<file path="src/rtl/uart_rx.sv">
// 8N1 UART receiver: two-flop input synchronizer, mid-bit sampling FSM, one-cycle data-valid strobe.
// Optional stop-bit framing check and o_Rx_Frame_Err port are enabled with `define UART_RX_FRAME_ERR_EN.
module uart_rx #(
  parameter int unsigned CLKS_PER_BIT = 87
) (
  input  logic       i_Clock,
  input  logic       i_Rst_n,
  input  logic       i_Rx_Serial,
  output logic       o_Rx_DV,
  output logic [7:0] o_Rx_Byte,
  output logic       o_Rx_Active
`ifdef UART_RX_FRAME_ERR_EN
  ,
  output logic       o_Rx_Frame_Err
`endif
);

  // state   | meaning
  // IDLE    | waiting for a falling edge on the synchronized line
  // START   | counting to the middle of the start bit, rejecting glitches
  // DATA    | sampling eight data bits LSB first, one per bit period
  // STOP    | sampling the stop bit one bit period after the last data bit
  // CLEANUP | single cycle in which the byte/strobe are presented
  typedef enum logic [2:0] {
    S_IDLE    = 3'd0,
    S_START   = 3'd1,
    S_DATA    = 3'd2,
    S_STOP    = 3'd3,
    S_CLEANUP = 3'd4
  } state_e;

  localparam logic [15:0] MID_CNT  = 16'((CLKS_PER_BIT - 1) / 2);
  localparam logic [15:0] LAST_CNT = 16'(CLKS_PER_BIT - 1);

  logic        rx_meta_q, rx_sync_q, rx_prev_q;
  state_e      state_q, state_d;
  logic [15:0] cnt_q, cnt_d;
  logic [2:0]  idx_q, idx_d;
  logic [7:0]  shift_q, shift_d;
  logic [7:0]  byte_q, byte_d;
  logic        dv_q, dv_d;
`ifdef UART_RX_FRAME_ERR_EN
  logic        err_q, err_d;
`endif

  always_ff @(posedge i_Clock) begin
    if (!i_Rst_n) begin
      rx_meta_q <= 1'b1;
      rx_sync_q <= 1'b1;
      rx_prev_q <= 1'b1;
      state_q   <= S_IDLE;
      cnt_q     <= 16'd0;
      idx_q     <= 3'd0;
      shift_q   <= 8'h00;
      byte_q    <= 8'h00;
      dv_q      <= 1'b0;
`ifdef UART_RX_FRAME_ERR_EN
      err_q     <= 1'b0;
`endif
    end else begin
      rx_meta_q <= i_Rx_Serial;
      rx_sync_q <= rx_meta_q;
      rx_prev_q <= rx_sync_q;
      state_q   <= state_d;
      cnt_q     <= cnt_d;
      idx_q     <= idx_d;
      shift_q   <= shift_d;
      byte_q    <= byte_d;
      dv_q      <= dv_d;
`ifdef UART_RX_FRAME_ERR_EN
      err_q     <= err_d;
`endif
    end
  end

  always_comb begin
    state_d = state_q;
    cnt_d   = cnt_q;
    idx_d   = idx_q;
    shift_d = shift_q;
    byte_d  = byte_q;
    dv_d    = 1'b0;
`ifdef UART_RX_FRAME_ERR_EN
    err_d   = 1'b0;
`endif
    case (state_q)
      S_IDLE: begin
        cnt_d = 16'd0;
        idx_d = 3'd0;
        // Edge, not level: a line stuck low never starts a frame.
        if (rx_prev_q && !rx_sync_q) state_d = S_START;
      end
      S_START: begin
        if (cnt_q == MID_CNT) begin
          cnt_d   = 16'd0;
          state_d = rx_sync_q ? S_IDLE : S_DATA;
        end else begin
          cnt_d = cnt_q + 16'd1;
        end
      end
      S_DATA: begin
        if (cnt_q == LAST_CNT) begin
          cnt_d          = 16'd0;
          shift_d[idx_q] = rx_sync_q;
          idx_d          = idx_q + 3'd1;
          if (idx_q == 3'd7) state_d = S_STOP;
        end else begin
          cnt_d = cnt_q + 16'd1;
        end
      end
      S_STOP: begin
        if (cnt_q == LAST_CNT) begin
          cnt_d   = 16'd0;
          state_d = S_CLEANUP;
`ifdef UART_RX_FRAME_ERR_EN
          if (rx_sync_q) begin
            byte_d = shift_q;
            dv_d   = 1'b1;
          end else begin
            err_d  = 1'b1;
          end
`else
          byte_d = shift_q;
          dv_d   = 1'b1;
`endif
        end else begin
          cnt_d = cnt_q + 16'd1;
        end
      end
      S_CLEANUP: begin
        state_d = S_IDLE;
      end
      default: begin
        state_d = S_IDLE;
        cnt_d   = 16'd0;
        idx_d   = 3'd0;
      end
    endcase
  end

  assign o_Rx_DV     = dv_q;
  assign o_Rx_Byte   = byte_q;
  assign o_Rx_Active = (state_q == S_START) || (state_q == S_DATA) || (state_q == S_STOP);
`ifdef UART_RX_FRAME_ERR_EN
  assign o_Rx_Frame_Err = err_q;
`endif

endmodule

</file>
<file path="config.mk">
export PLATFORM = sky130hd
export DESIGN_NAME = uart_rx
export DESIGN_NICKNAME = d
export VERILOG_FILES = /design/src/rtl/uart_rx.sv
export SDC_FILE = /design/constraint.sdc
export NUM_CORES = 1
export LEC_CHECK = 0
export ABC_AREA = 1
export CORE_MARGIN = 2
export CORE_UTILIZATION = 46
export CTS_BUF_LIST = sky130_fd_sc_hd__clkbuf_16
export DETAILED_ROUTE_END_ITERATION = 10
export GPL_TIMING_DRIVEN = 0
export PLACE_DENSITY = 0.68
export SLEW_MARGIN = 0
export SYNTH_ARGS = -nofsm -noshare
export SYNTH_HDL_FRONTEND = slang
export SYNTH_SLANG_ARGS = --single-unit
</file>
<file path="constraint.sdc">
create_clock -name i_Clock -period 1.55 [get_ports i_Clock]
set_clock_uncertainty 0.2 [all_clocks]
set_input_delay 0.2325 -clock i_Clock [delete_from_list [all_inputs] [get_ports i_Clock]]
set_output_delay 0.2325 -clock i_Clock [all_outputs]
set_load 0.01 [all_outputs]
</file>
==> Yosys cells after proc, flatten, opt, wreduce, memory -nomap -nowiden <==
Cells that the tools add are included.
Widths: inputs -> output; s select.
{ "totals": {"ff_bits": 42, "elab_cells": 55} }
{ "op_classes": {"addsub": 2, "n_lt_le_gt_ge": 2, "n_eq_ne": 12, "mux": 16, "bitwise": 1, "n_reduce_logical": 13} }
{ "op_table": {"columns": ["op", "count"], "rows": [
  ["$pmux 16 s3", 1],
  ["$mux 16", 2],
  ["$mux 3", 6],
  ["$add 16x1->16 const B", 1],
  ["$eq 16x6->1 const B", 1],
  ["$eq 16x7->1 const B", 1],
  ["$pmux 3 s4", 1],
  ["$ne 2x2->1 const B", 5],
  ["$bwmux 8", 1],
  ["$reduce_and 2->1", 4],
  ["$eq 3x2->1 const B", 2],
  ["$eq 3x3->1 const B", 2],
  ["$pmux 3 s2", 1],
  ["$reduce_and 5->1", 1],
  ["$lt 3x4->1 const B", 1],
  ["$add 3x1->3 const B", 1],
  ["$demux 1 s3", 1],
  ["$eq 3x1->1 const B", 1],
  ["$ge 3x1->1 const B", 1],
  ["$logic_not 3->1", 1],
  ["$reduce_or 3->1", 1],
  ["$logic_and 1x1->1", 2],
  ["$logic_or 1x1->1", 2],
  ["$mux 1", 2],
  ["4 further kinds", 4]
]} }

==> Logic depth before layout (Yosys ltp) <==
{ "logic_depth": {"depth_word": 5, "mapped_depth": 13, "depth_no_buf": 13} }

==> Worst setup path before layout <==
Ideal clock, no wire load.
{ "synth_timing": {"kind": "register -> register", "startpoint": "register cnt_q[0]", "endpoint": "register byte_q[6], in the netlist o_Rx_Byte[6]", "t_arrival_ns": 1.276, "setup_slack_ns": -0.041, "stages_incl_launch_ff": 13, "path_cell_list": "dfxtp_1 -> inv_1 -> ha_1 -> nand2_1 -> inv_1 -> nand2_1 -> nor2_2 -> nand2_4 -> inv_4 -> nand2_4 -> buf_6 -> o21ai_2 -> a21oi_2"} }
{ "synth_between": {"elab_chain_len": 2} }
{ "synth_lines": {"columns": ["element", "line_no", "source"], "rows": [
  ["start, declared", "37", "logic [15:0] cnt_q, cnt_d;"],
  ["start signal, assigned", "65", "cnt_q <= cnt_d;"],
  ["$eq 16x7->1", "112", "if (cnt_q == LAST_CNT) begin"],
  ["$reduce_and 2->1 (no source line)", null, null],
  ["end signal, assigned", "68", "byte_q <= byte_d;"],
  ["end, declared", "40", "logic [7:0] byte_q, byte_d;"]
]} }
No other way between the ends.
A chain may end at the register's enable or synchronous reset.

==> Worst setup path after layout <==
{ "layout_timing": {"startpoint": "register cnt_q[0]", "endpoint": "register cnt_q[8]"} }
{ "layout_between": {"elab_chain_len": 3} }
{ "layout_lines": {"columns": ["element", "line_no", "source"], "rows": [
  ["$add 16x1->16 (tied with other cells)", "98, 108, 127", null],
  ["$mux 16 (on tied branches)", "102, 112, 94", null],
  ["$pmux 16 s3 *", "86", "case (state_q)"]
]} }
Every way passes the cells marked *; elsewhere a longest branch is shown, timed or not.

==> summary by stage <==
Status
The flow ran to the end, but the final reports show violations. The checks that failed: negative setup slack.

Clock network
The number of clock buffers inserted by TritonCTS is 5. The clock transition at the register clock pins on the worst setup and hold paths after CTS is 0.06 ns. The CTS sink count is 42.

The maximum clock insertion buffer count is 2. In this run, post-CTS hold repair placed 0 buffers. The clock tree synthesis step divided the H-tree into 2 levels. The clock insertion delay at the later pin of the skew report is 0.29 ns.

TritonCTS built the clock tree. The cell sitting at the root of the clock tree is a clkbuf_16.

Worst setup path
The critical path arrival is 1.77 ns. In this run the worst setup path begins at cnt_q[0]$_SDFFE_PN0N_. The type of the worst setup path is flop to flop.

The slowest stage of the critical path is the dfxtp_4 cell. The cell type group with the largest total delay on the critical path is simple AND/OR/NAND/NOR gates. STA classifies the critical path startpoint as a flop. The signal on the critical path passes through buf_6, ha_4, nand2_2, nand3b_1, buf_4, nor3_4, nand3_1, o21ai_1, nor2_2. Counting both buffers and inverters, the worst setup path holds a total of 2. At the worst endpoint, the required time is 1.52 ns.

The maximum cell stage delay along the critical path is 0.35 ns. The capturing element type of the critical path is a flop. The reg-to-reg startpoint is cnt_q[0]$_SDFFE_PN0N_. In this run the worst path has a maximum fanout of 4.

Synth
After synthesis, the cell types taking the most area are dfxtp_1 37%, nand2_1 10%, inv_1 8.0%. The most common cell in the synthesized netlist is nand2_1. By count the netlist is led by 63 x nand2_1, 48 x inv_1, 42 x dfxtp_1. The sequential element share of the synthesized area is 37.3%. The post-synthesis cell type count is 34. The most used flip-flop cell after synthesis is dfxtp_1. The synthesized design contains 42 register bits.

Counting flops with an async set or reset pin after synthesis yields a share of 0%. The number of enable flip-flop cells after synthesis is 0. The number of instances in the synthesized netlist is 317. The mean instance size in the synthesized netlist is 7.11 sq um. Summed over its instances, the top area cell type makes up 37.3% of the synthesized netlist area. Summed over all instances, the cell type with the most area after synthesis is dfxtp_1. The combined area of all synthesized cells is 2250 sq um. The total of warnings raised by yosys is 0. The synthesized netlist net count is 324.

Finish
The share of cells above drive strength 1 is 36.7%. The number of nets in the layout is 352. Compared with the post-synthesis result, the final layout area differs by 36.1%. The cell area after layout is 3070 sq um. The repair_antennas step left the layout with diodes totalling 0.

Global routing
In the global route stage, met2 resource usage came out at 31.2%. The global routing stage identified its most utilized layer as met2. The number of antenna violations at the first check in global routing is 0. For met1 alone, demand over resource in global routing was 27.7%.

The aggregate global-route resource usage is 19.9%. Entering global routing, the biggest net connects 15 pins. The number of global-route vias before repair is 1870. The met3 demand-to-capacity share in global routing is 4.20%.

The total congestion overflow is 0. The first global-routing pass estimated 8540 um of wire.

Place
Once placement finished, the instance area stood at 2470 sq um. In this run the tool buffered the top-level ports with 12 buffer cells. The global placer's final weighted congestion is 0.828.

The half-perimeter wire length after detailed placement is 3220 um.

Die
For this design the top-level I/O count stands at 13. The die is 74.0 um wide. For this configuration, the core starts out at a cell density of 47.7%.

The floorplan step defined a die boundary enclosing 5470 sq um. The total area inside the core boundary comes to 4720 sq um. The die height is 74.0 um.

The initialized floorplan defines 25 standard-cell rows.

Power and ir drop
The part of the total power dissipated in sequential elements is 42.7%. In this run the power density over the cells is 863 nW/um^2. After layout, the design draws a total of 2.65 mW.

The clock network is responsible for 45.6% of the overall power. The leakage power of the design is 1.26 nW. The switching power of the nets is 0.673 mW. The internal power is 1.98 mW. The relative contribution of combinational cells to total power is 11.7%.

The switching portion of total power is 25.4%. Across the VDD grid, the largest voltage drop is 0.487 mV.

Min path
The worst hold path begins at rx_meta_q$_SDFF_PN1_. The worst hold path belongs to the class flop to flop.

STA
The relative slew slack is 65.2%. The upper clock frequency limit is 0.556 GHz. The worst path in the final design needs a cycle of 1.80 ns, including I/O delays and setup. The final critical-path setup slack is -0.248 ns.

The final hold violation count is 0. The actual transition at the worst max-transition pin is 0.522 ns. Setup total negative slack on the finished layout was measured at -4.94 ns. Setup violations remaining at the end of the flow were counted as 36.

The max-slew violation total from the final report is 0. The final critical path takes up 116% of the cycle. Setup repair after global routing could not meet its margin everywhere.

Route
Dividing the detail-routed via count by the number of cells gives 5.11. The first-iteration detailed-routing DRC count is 151. The total routed wirelength is 5440 um. The number of antenna-violating nets in the routed design is 0. The first-pass iteration count of the detailed router is 4.

The average wire length per cell after detail routing is 13.2 um. The overall via count from detail_route is 2110. For this run, design rule violations remaining after detail routing come to 0.

Job
The number of max-cap violations is 0.
[stage by stage]
step                util (%)  hold slack, ns  std cells  worst slack (ns)
global route            65.0           0.227        413            -0.311
global placement        52.3           0.197        396            -0.442
finish                  65.0           0.214        413            -0.248
detailed placement      52.3           0.203        396            -0.469
floorplan                  -           0.139        317           -0.0348
CTS                     59.5           0.218        409            -0.180
[final cells by class]
| type | count | area, sq um |
|---|---|---|
| Tap cell | 67 | 83.8 |
| Inverter | 53 | 206 |
| Multi-Input combinational cell | 217 | 1480 |
| Sequential cell | 42 | 868 |
| Clock inverter | 3 | 43.8 |
| Buffer | 4 | 38.8 |
| Fill cell | 382 | 1660 |
| Clock buffer | 5 | 125 |
| Timing Repair Buffer | 22 | 223 |
[kinds of logic after synthesis]
kind of cell / Yosys count / synth area share, %
flops: 42 / 37.3
xor+xnor: 3 / 1.17
fa+ha+maj: 4 / 2.22
compound gates: 45 / 11.4
buf+inv: 58 / 10.7
simple gates: 165 / 37.2
[sequential cells by signal, indices dropped and copies added (netlist names)]
signal,count
o_Rx_DV,1
rx_sync_q,1
state_q,3
rx_prev_q,1
rx_meta_q,1
idx_q,3
shift_q,8
o_Rx_Byte,8
cnt_q,16
[routing by layer]
layer / share of wire, % / vias up / wire (um)
li1: - / 1070 / -
met1: 46 / 991 / 2490
met2: 49 / 35 / 2690
met3: 3.0 / 14 / 162
met4: 1.9 / 0 / 103
met5: 0 / - / 0
[placed cells by master (no fill, tap or decap), types with 2 or more instances in the layout]
master,count
nand2_1,50
inv_1,45
dfxtp_1,30
nor2_1,26
a21oi_1,15
a21oi_2,14
nand3_1,13
nand2_2,12
nor2_4,11
nor2_2,11
dlygate4sd2_1,9
nand2_4,8
o21ai_2,8
nand4_1,7
dfxtp_2,7
nor3_1,6
inv_2,5
clkbuf_16,5
dfxtp_4,5
buf_6,5
nand3_4,4
nor3b_2,4
buf_4,4
nand2_8,3
o211ai_1,3
nand3_2,3
clkbuf_2,2
inv_6,2
or2_2,2
o21ai_1,2
xor2_1,2
ha_1,2
ha_4,2
clkdlybuf4s50_1,2
[power groups by stage]
| stage | Clock (mW) | Sequential, mW | Combinational, mW |
|---|---|---|---|
| 6_report | 1.21 | 1.13 | 0.309 |
| 5_1_grt | 1.27 | 1.13 | 0.338 |
| 2_1_floorplan | 0 | 1.14 | 0.160 |
| 3_3_place_gp | 0 | 1.15 | 0.206 |
| 4_1_cts | 1.22 | 1.13 | 0.237 |
| 3_5_place_dp | 0 | 1.15 | 0.210 |
[path summary, 6_finish.rpt]
path,endpoint,slack (ns),cells past startpoint
hold reg to reg,rx_sync_q$_SDFF_PN1_,0.21,1
setup reg to reg,cnt_q[8]$_SDFFE_PN0N_,-0.25,9
hold / removal,rx_sync_q$_SDFF_PN1_,0.21,1
setup / recovery,cnt_q[8]$_SDFFE_PN0N_,-0.25,9
[repair_timing]
| item | CTS | global route |
|---|---|---|
| setup buffers | 5 | 4 |
| resized for setup | 46 | 70 |
| pin swaps | 10 | 24 |
| setup endpoints to repair | 46 | 40 |
| cloned | 1 | 0 |
No activity file was read; power rests on OpenSTA's default activity.
